**config.mk**
```make
export PLATFORM = sky130hd
export DESIGN_NAME = axis_ad5791_cfg_seq_flat
export DESIGN_NICKNAME = d
export VERILOG_FILES = /design/src/rtl/axis_ad5791_cfg_seq_if.sv /design/src/rtl/axis_ad5791_cfg_seq.sv /design/src/flat_wrapper.sv
export SDC_FILE = /design/constraint.sdc
export NUM_CORES = 1
export LEC_CHECK = 0
export ABC_AREA = 1
export CAP_MARGIN = 20
export CORE_ASPECT_RATIO = 1.2
export CORE_MARGIN = 1
export CORE_UTILIZATION = 30
export CTS_BUF_LIST = sky130_fd_sc_hd__clkbuf_2
export CTS_CLUSTER_DIAMETER = 150
export DETAILED_ROUTE_END_ITERATION = 12
export SLEW_MARGIN = 30
export SYNTH_ARGS = -nofsm -noshare
export SYNTH_HDL_FRONTEND = slang
export SYNTH_SLANG_ARGS = --single-unit
```
**constraint.sdc**
```tcl
create_clock -name a_clk -period 2.2 [get_ports a_clk]
set_input_delay 0.33 -clock a_clk [delete_from_list [all_inputs] [get_ports a_clk]]
set_output_delay 0.33 -clock a_clk [all_outputs]
set_load 0.01 [all_outputs]
```
**src/rtl/axis_ad5791_cfg_seq_if.sv**
```systemverilog
// Configuration port between the AD5791 power-up sequencer and the six-channel DAC driver.
// Carries the CFG word stream, the mode/axis/send controls and the driver's idle flag.
interface axis_ad5791_cfg_seq_if;
    // CFG stream has no tready: tvalid qualifies tdata and configuration_axis on every
    // cycle it is high. Frame handshake: configuration_send stays high until dac_ready
    // falls (frame accepted) or the sequencer gives up; dac_ready=1 means no frame in flight.
    logic [31:0] M_AXISCFG_tdata;
    logic        M_AXISCFG_tvalid;
    logic        configuration_mode;
    logic [2:0]  configuration_axis;
    logic        configuration_send;
    logic        dac_ready;

    modport master (
        output M_AXISCFG_tdata,
        output M_AXISCFG_tvalid,
        output configuration_mode,
        output configuration_axis,
        output configuration_send,
        input  dac_ready
    );

    modport slave (
        input  M_AXISCFG_tdata,
        input  M_AXISCFG_tvalid,
        input  configuration_mode,
        input  configuration_axis,
        input  configuration_send,
        output dac_ready
    );
endinterface

```
**src/rtl/axis_ad5791_cfg_seq.sv**
```systemverilog
// Runs the AD5791 register program (control word, then midscale on every axis) through
// the DAC driver's configuration port, then returns the driver to streaming mode.
module axis_ad5791_cfg_seq #(
    parameter int          NUM_DAC   = 6,
    parameter logic [23:0] CTRL_WORD = 24'h200002,
    parameter logic [23:0] DAC_WORD  = 24'h100000,
    parameter int          HOLD      = 2,
    parameter int          GAP       = 16,
    parameter int          TIMEOUT   = 1024
) (
    input  logic                         a_clk,
    input  logic                         a_resetn,
    input  logic                         start,
    axis_ad5791_cfg_seq_if.master        cfg,
    output logic                         busy,
    output logic                         done,
    output logic [1:0]                   skipped,
    output logic [3:0]                   state_dbg
);
    typedef enum logic [3:0] {
        S_IDLE, S_ENTER, S_LOAD, S_SETTLE, S_SEND, S_DRAIN, S_GAPW, S_NEXT, S_RELEASE
    } state_t;

    // Shared down-counter reload values; each phase ends when the counter reads 0.
    localparam logic [15:0] HOLD_LD   = 16'(HOLD - 1);
    localparam logic [15:0] GAP_LD    = 16'(GAP - 1);
    localparam logic [15:0] TO_LD     = 16'(TIMEOUT - 1);
    localparam logic [2:0]  LAST_AXIS = 3'(NUM_DAC - 1);

    state_t      state_q, state_d;
    logic [15:0] cnt_q, cnt_d;
    logic        step_q, step_d;
    logic [2:0]  axis_q, axis_d;
    logic [23:0] tdata_q, tdata_d;
    logic        tvalid_q, tvalid_d;
    logic        mode_q, mode_d;
    logic        send_q, send_d;
    logic        busy_q, busy_d;
    logic        done_q, done_d;
    logic [1:0]  skipped_q, skipped_d;

    always_ff @(posedge a_clk or negedge a_resetn) begin
        if (!a_resetn) begin
            state_q   <= S_IDLE;
            cnt_q     <= '0;
            step_q    <= 1'b0;
            axis_q    <= '0;
            tdata_q   <= '0;
            tvalid_q  <= 1'b0;
            mode_q    <= 1'b0;
            send_q    <= 1'b0;
            busy_q    <= 1'b0;
            done_q    <= 1'b0;
            skipped_q <= '0;
        end else begin
            state_q   <= state_d;
            cnt_q     <= cnt_d;
            step_q    <= step_d;
            axis_q    <= axis_d;
            tdata_q   <= tdata_d;
            tvalid_q  <= tvalid_d;
            mode_q    <= mode_d;
            send_q    <= send_d;
            busy_q    <= busy_d;
            done_q    <= done_d;
            skipped_q <= skipped_d;
        end
    end

    always_comb begin
        state_d   = state_q;
        cnt_d     = cnt_q;
        step_d    = step_q;
        axis_d    = axis_q;
        tdata_d   = tdata_q;
        tvalid_d  = tvalid_q;
        mode_d    = mode_q;
        send_d    = send_q;
        busy_d    = busy_q;
        done_d    = done_q;
        skipped_d = skipped_q;
        case (state_q)
            S_IDLE: begin
                if (start) begin
                    state_d   = S_ENTER;
                    cnt_d     = GAP_LD;
                    step_d    = 1'b0;
                    axis_d    = '0;
                    busy_d    = 1'b1;
                    mode_d    = 1'b1;
                    done_d    = 1'b0;
                    skipped_d = '0;
                end
            end
            S_ENTER: begin
                if (cnt_q == '0) begin
                    state_d  = S_LOAD;
                    cnt_d    = HOLD_LD;
                    axis_d   = '0;
                    tvalid_d = 1'b1;
                    tdata_d  = CTRL_WORD;
                end else begin
                    cnt_d = cnt_q - 16'd1;
                end
            end
            S_LOAD: begin
                // Each axis: HOLD valid cycles, then one idle cycle before the next axis.
                if (tvalid_q) begin
                    if (cnt_q == '0) tvalid_d = 1'b0;
                    else             cnt_d    = cnt_q - 16'd1;
                end else if (axis_q == LAST_AXIS) begin
                    state_d = S_SETTLE;
                    cnt_d   = GAP_LD;
                end else begin
                    axis_d   = axis_q + 3'd1;
                    tvalid_d = 1'b1;
                    cnt_d    = HOLD_LD;
                end
            end
            S_SETTLE: begin
                if (cnt_q == '0) begin
                    state_d = S_SEND;
                    send_d  = 1'b1;
                    cnt_d   = TO_LD;
                end else begin
                    cnt_d = cnt_q - 16'd1;
                end
            end
            S_SEND: begin
                if (!cfg.dac_ready) begin
                    state_d = S_DRAIN;
                    send_d  = 1'b0;
                end else if (cnt_q == '0) begin
                    state_d           = S_GAPW;
                    send_d            = 1'b0;
                    skipped_d[step_q] = 1'b1;
                    cnt_d             = GAP_LD;
                end else begin
                    cnt_d = cnt_q - 16'd1;
                end
            end
            S_DRAIN: begin
                if (cfg.dac_ready) begin
                    state_d = S_GAPW;
                    cnt_d   = GAP_LD;
                end
            end
            S_GAPW: begin
                if (cnt_q == '0) state_d = S_NEXT;
                else             cnt_d   = cnt_q - 16'd1;
            end
            S_NEXT: begin
                if (!step_q) begin
                    state_d  = S_LOAD;
                    step_d   = 1'b1;
                    axis_d   = '0;
                    tvalid_d = 1'b1;
                    tdata_d  = DAC_WORD;
                    cnt_d    = HOLD_LD;
                end else begin
                    state_d = S_RELEASE;
                    mode_d  = 1'b0;
                    busy_d  = 1'b0;
                    done_d  = 1'b1;
                end
            end
            S_RELEASE: state_d = S_IDLE;
            default:   state_d = S_IDLE;
        endcase
    end

    assign cfg.M_AXISCFG_tdata    = {8'h00, tdata_q};
    assign cfg.M_AXISCFG_tvalid   = tvalid_q;
    assign cfg.configuration_mode = mode_q;
    assign cfg.configuration_axis = axis_q;
    assign cfg.configuration_send = send_q;
    assign busy      = busy_q;
    assign done      = done_q;
    assign skipped   = skipped_q;
    assign state_dbg = state_q;
endmodule

```
**src/flat_wrapper.sv**
```systemverilog
// flat-port wrapper written by rule: the top's interface ports become plain ports
module axis_ad5791_cfg_seq_flat 
#(
    parameter int          NUM_DAC   = 6,
    parameter logic [23:0] CTRL_WORD = 24'h200002,
    parameter logic [23:0] DAC_WORD  = 24'h100000,
    parameter int          HOLD      = 2,
    parameter int          GAP       = 16,
    parameter int          TIMEOUT   = 1024
)
  (a_clk, a_resetn, start, busy, done, skipped, state_dbg, cfg_M_AXISCFG_tdata, cfg_M_AXISCFG_tvalid, cfg_configuration_mode, cfg_configuration_axis, cfg_configuration_send, cfg_dac_ready);
  axis_ad5791_cfg_seq_if cfg_i ();
  input  logic a_clk;
  input  logic a_resetn;
  input  logic start;
  output logic busy;
  output logic done;
  output logic [1:0] skipped;
  output logic [3:0] state_dbg;
  output wire logic [$bits(cfg_i.M_AXISCFG_tdata)-1:0] cfg_M_AXISCFG_tdata;
  output wire logic [$bits(cfg_i.M_AXISCFG_tvalid)-1:0] cfg_M_AXISCFG_tvalid;
  output wire logic [$bits(cfg_i.configuration_mode)-1:0] cfg_configuration_mode;
  output wire logic [$bits(cfg_i.configuration_axis)-1:0] cfg_configuration_axis;
  output wire logic [$bits(cfg_i.configuration_send)-1:0] cfg_configuration_send;
  input wire logic [$bits(cfg_i.dac_ready)-1:0] cfg_dac_ready;
  assign cfg_M_AXISCFG_tdata = cfg_i.M_AXISCFG_tdata;
  assign cfg_M_AXISCFG_tvalid = cfg_i.M_AXISCFG_tvalid;
  assign cfg_configuration_mode = cfg_i.configuration_mode;
  assign cfg_configuration_axis = cfg_i.configuration_axis;
  assign cfg_configuration_send = cfg_i.configuration_send;
  assign cfg_i.dac_ready = cfg_dac_ready;
  axis_ad5791_cfg_seq #(.NUM_DAC(NUM_DAC), .CTRL_WORD(CTRL_WORD), .DAC_WORD(DAC_WORD), .HOLD(HOLD), .GAP(GAP), .TIMEOUT(TIMEOUT)) u_core (.a_clk(a_clk), .a_resetn(a_resetn), .start(start), .cfg(cfg_i), .busy(busy), .done(done), .skipped(skipped), .state_dbg(state_dbg));
endmodule
```
; Word level (Yosys, flattened, before mapping)
; Index checks and enable logic that the tools add are counted.
[word_totals]
regBits = 54
latchBits = 0
ram_bits = 0
romBits = 0
input_bits = 4
output_inout_bits = 46
wordCells = 108
memories = 0
[op_classes]
add_sub_neg = 2
multipliers = 0
div_mod_pow = 0
magnitude_cmp = 2
n_eq_ne = 21
shift = 0
mux = 53
bitwise_logic = 1
reduce_logical = 19
[ops]
columns = op, n
row1 = $mux 16, 9
row2 = $pmux 16 s8, 1
row3 = $mux 24, 2
row4 = $pmux 24 s2, 1
row5 = $mux 4, 11
row6 = $pmux 4 s8, 1
row7 = $eq 4x3->1 const B, 4
row8 = $logic_not 16->1, 1
row9 = $sub 16x1->16 const B, 1
row10 = $mux 3, 5
row11 = $mux 1, 12
row12 = $ne 2x1->1 const B, 6
row13 = $ne 2x2->1 const B, 6
row14 = $pmux 3 s4, 1
row15 = $reduce_and 3->1, 4
row16 = $eq 4x2->1 const B, 2
row17 = $pmux 1 s2, 4
row18 = $reduce_and 8->1, 1
row19 = $reduce_bool 2->1, 4
row20 = $reduce_bool 8->1, 1
row21 = $mux 2, 3
row22 = $reduce_and 6->1, 1
row23 = $reduce_and 5->1, 1
row24 = $eq 4x1->1 const B, 1
row25 = other kinds (15), 15

; Depth between registers and ports, before layout
[logic_depth]
ltp_word = 8
mapped_depth = 12
depth_no_buf = 12

; Worst setup path before layout
; OpenSTA, ideal clock, no wires.
[synth_timing]
kind = flip-flop to flip-flop
from = reg u_core.cnt_q[0]
to = reg u_core.cnt_q[0]
setup_time_ps = 129
t_arrival_ps = 1835
t_required_ps = 2071
slack_ps = 236
path_stages_with_launch = 12
path_buffers = 1
path_cell_list = dfrtp_1 > inv_1 > ha_1 > nand2_1 > nor2_2 > nand2_4 > buf_6 > ha_1 > o21ai_0 > nand2_1 > a211oi_1 > a21oi_1
[synth_between]
elab_chain_len = 4
word_cells_on_any_way = 9
[synth_rtl]
columns = element, line
row1 = start: declaration, axis_ad5791_cfg_seq.sv:31  ; logic [15:0] cnt_q, cnt_d;
row2 = start signal: assignment, axis_ad5791_cfg_seq.sv:57  ; cnt_q <= cnt_d;
row3 = $sub 16x1->16 / $logic_not 16->1 (equally long branches), -
row4 = $mux 16 (on tied branches), "axis_ad5791_cfg_seq.sv:133, axis_ad5791_cfg_seq.sv:109, axis_ad5791_cfg_seq.sv:149"
row5 = $mux 16 (on tied branches), "axis_ad5791_cfg_seq.sv:130, axis_ad5791_cfg_seq.sv:108"
row6 = $pmux 16 s8 *, axis_ad5791_cfg_seq.sv:82  ; case (state_q)
; Mark *: on every way between the ends. The rest lies on a longest branch, timed or not. The select of a mux whose other input is x is not followed.
; A chain may end at the register's enable or synchronous reset.

; Final worst setup path
; Same ends and word-level chain as after synthesis.

==> run_results.csv <==
group,metric,value,unit
worst_setup_path,path_cells,"inv_1, ha_1, nand2_1, nor2_2, nand2_4, ha_1, o21ai_0, nand2_1, a211oi_1, a21oi_1",
grt,grt_pass1_vias,2146,
floorplan,die_w,85.1,µm
sta,final.min_clock_period,1.96,ns
grt,grt_max_degree,33,
yosys,synthTopCellsByCount,"84 x nand2_1, 55 x inv_1, 40 x nor2_1",
sta,rsz0062_at_grt,"no",
drt,post-route-drc-count,0,
layout,num_antenna_cells,0,
worst_setup_path,cp_max_fo,4,
sta,finalSetupTns,0,ns
cts,h-tree-depth,2,
layout,postLayoutCoreUtil,33.7,%
sta,clock_skew,0.0216,ns
yosys,synth.area.top_cells,"dfrtp_1 32%, nand2_1 13%, buf_4 9.4%, inv_1 8.3%, nand3_1 7.2%",
layout,finalNetCount,400,
drt,route.detailed.wl_per_inst,11.4,µm
floorplan,die_h,102,µm
yosys,synth.most_common_cell,"nand2_1",
drt,routed.top_layer,"met4",
cts,ctsResizeCount,0,
cts,cts.sinks,32,
drt,drtIter0Drc,83,
layout,fillCellCount,880,
sta,setup_viol,0,
outcome,status,"completed",
pwr,p_total,3.37,mW
yosys,syn_area,2490,µm²
sta,fin_ws,0.238,ns
cts,numCtsBuffers,5,
worst_setup_path,crit_family,"adder cells",
drt,vias,2187,
grt,grt_pass1_wl,9.52,mm
yosys,postSynthAreaPerCell,6.80,µm²
yosys,ys_types,29,
cts,root_buffer,"clkbuf_2",
yosys,synth-edff-count,0,
flow_run,cap_viol_max_count,0,
place,dpl_worst_slack,0.265,ns
layout,area_delta_synth_final,9.25,%
place,placed_cell_area,2680,µm²
worst_setup_path,start_kind,"register",
worst_setup_path,crit_type,"reg -> reg",
pwr,ir_worst_vdd,668,µV
floorplan,top_level_ports,50,
drt,dr_wl_met3,149,µm
drt,m1WireLength,2.54,mm
cts,hold_buffers,0,
cts,post_cts_buffers,0,
yosys,synthCells,366,
floorplan,start_util,30.9,%
floorplan,core,8060,µm²
grt,grt_remaining_overflow,0,
yosys,synth_flop_cell,"dfrtp_1",
place,hpwlAfterDp,4.23,mm
worst_setup_path,cp.buffers_inverters,1,
drt,drt_wl_total,5.54,mm
grt,antenna_found_initial,0,
yosys,yosys_warnings,0,
layout,final_area,2720,µm²
grt,grt_usage,13.9,%
sta,max_freq,510,MHz
pwr,power.density,1240,nW/µm²
yosys,yosysTopAreaCell,"dfrtp_1",
worst_setup_path,arrival,2.26,ns
place,routabilityCongestion,0.886,
pwr,power_leakage,1.53,nW
cts,clkSlewWorstSetupHoldPaths,0.18,ns
yosys,async_flop_share,100,%
worst_setup_path,cp-end-kind,"register",
yosys,ys_ff_latch,32,
worst_setup_path,max_stage_delay,0.44,ns
drt,vias_per_cell,4.49,
sta,fin_crit_sh,89.2,%
yosys,yosysSeqAreaShare,32.2,%
layout,drive_gt1_share,9.44,%
floorplan,rows,36,
sta,final_max_slew_viol_count,0,
worst_setup_path,critPathSlowestCell,"dfrtp_1",
yosys,yosysTopAreaCellShare,32.2,%
cts,worstSkewPairLatency,0.39,ns
worst_setup_path,cp.required,2.49,ns
floorplan,dieArea,8670,µm²
drt,wl_met2,2.77,mm
drt,drtPass1Iterations,4,
cts,cts_tree,"yes",
sta,finalHoldViolCount,0,
drt,ant_nets,0,
cts,cts_buffer_depth,2,
worst_hold_path,min_path_type,"in -> async",
place,port_buffers,20,
==> registers in the layout (all words and copies together) (netlist names) <==
signal	cells
u_core.cfg.configuration_mode	1
u_core.cfg.configuration_send	1
u_core.cnt_q	16
u_core.step_q	1
u_core.state_dbg	4
u_core.done	1
u_core.cfg.M_AXISCFG_tvalid	1
u_core.tdata_q	2
u_core.cfg.configuration_axis	3
u_core.skipped	2
==> per-stage QoR <==
| stage | cells | hold WS (ns) |
|---|---|---|
| 2_1_floorplan | 394 | 0.0344 |
| 3_3_place_gp | 479 | 0.470 |
| 3_5_place_dp | 479 | 0.467 |
| 4_1_cts | 487 | 0.330 |
| 5_1_grt | 487 | 0.345 |
| 6_report | 487 | 0.326 |
==> layout by cell type, fill, tap and decap left out, types with 2 or more instances in the layout <==
master / netlist / layout
o21ai_1: 9 / 9
nand2_1: 84 / 84
inv_1: 55 / 55
nand2_4: 2 / 2
clkbuf_2: 0 / 5
clkinv_2: 0 / 2
nand3_2: 2 / 2
clkdlybuf4s50_1: 0 / 20
nor2_1: 40 / 40
nand3_1: 36 / 36
o21ai_0: 19 / 19
xor2_1: 3 / 3
dfrtp_1: 32 / 32
buf_4: 31 / 3
conb_1: 1 / 29
nor2_2: 8 / 8
o21a_1: 2 / 2
nand2_2: 8 / 8
nand4_1: 4 / 4
ha_1: 5 / 5
a21oi_1: 10 / 10
nor2_4: 4 / 4
==> final timing paths <==
kind                                               start                              end  slack [ns]  depth (start not counted)
max                          u_core.cnt_q[0]$_DFFE_PN0P_      u_core.cnt_q[0]$_DFFE_PN0P_        0.24                         10
min                                             a_resetn      u_core.cnt_q[7]$_DFFE_PN0P_        0.33                          2
max reg2reg                  u_core.cnt_q[0]$_DFFE_PN0P_      u_core.cnt_q[0]$_DFFE_PN0P_        0.24                         10
min reg2reg                u_core.skipped[1]$_DFFE_PN0P_    u_core.skipped[1]$_DFFE_PN0P_        0.51                          2
max in group asynchronous                       a_resetn  u_core.state_dbg[2]$_DFFE_PN0P_        1.56                          2
min in group a_clk         u_core.skipped[1]$_DFFE_PN0P_    u_core.skipped[1]$_DFFE_PN0P_        0.51                          2
==> where the power goes <==
group / internal, mW / total (mW) / switching, mW
Clock: 0.0712 / 0.292 / 0.221
Combinational: 0.795 / 2.14 / 1.35
Sequential: 0.764 / 0.938 / 0.174
==> layout make-up <==
class / instances / area [µm²] / area share [%]
tap: 95 / 119 / 4.37
timing repair buffer: 23 / 223 / 8.19
inverter: 55 / 206 / 7.59
sequential: 32 / 801 / 29.5
clock buffer: 5 / 25.0 / 0.920
clock inverter: 3 / 13.8 / 0.506
multi-input combinational: 274 / 1330 / 49.0
==> logic make-up (layout without fill, tap and decap cells) <==
group / Yosys count / in the layout / share of synthesized area, %
AOI/OAI and AO/OA: 43 / 43 / 9.20
xor gates and xnor gates: 4 / 4 / 1.41
adders and majority gates: 5 / 5 / 2.51
buffers and inverters: 88 / 86 / 18.6
DFF: 32 / 32 / 32.2
other: 1 / 29 / 0.151
and+or+nand+nor: 193 / 193 / 36.0
==> per-layer routing <==
layer | up-vias | track usage [%]
li1 | 1135 | -
met1 | 1000 | 16.3
met2 | 41 | 24.3
met3 | 11 | 2.93
met4 | 0 | 6.78
met5 | - | 0
Power figures use the tool's default switching activity.
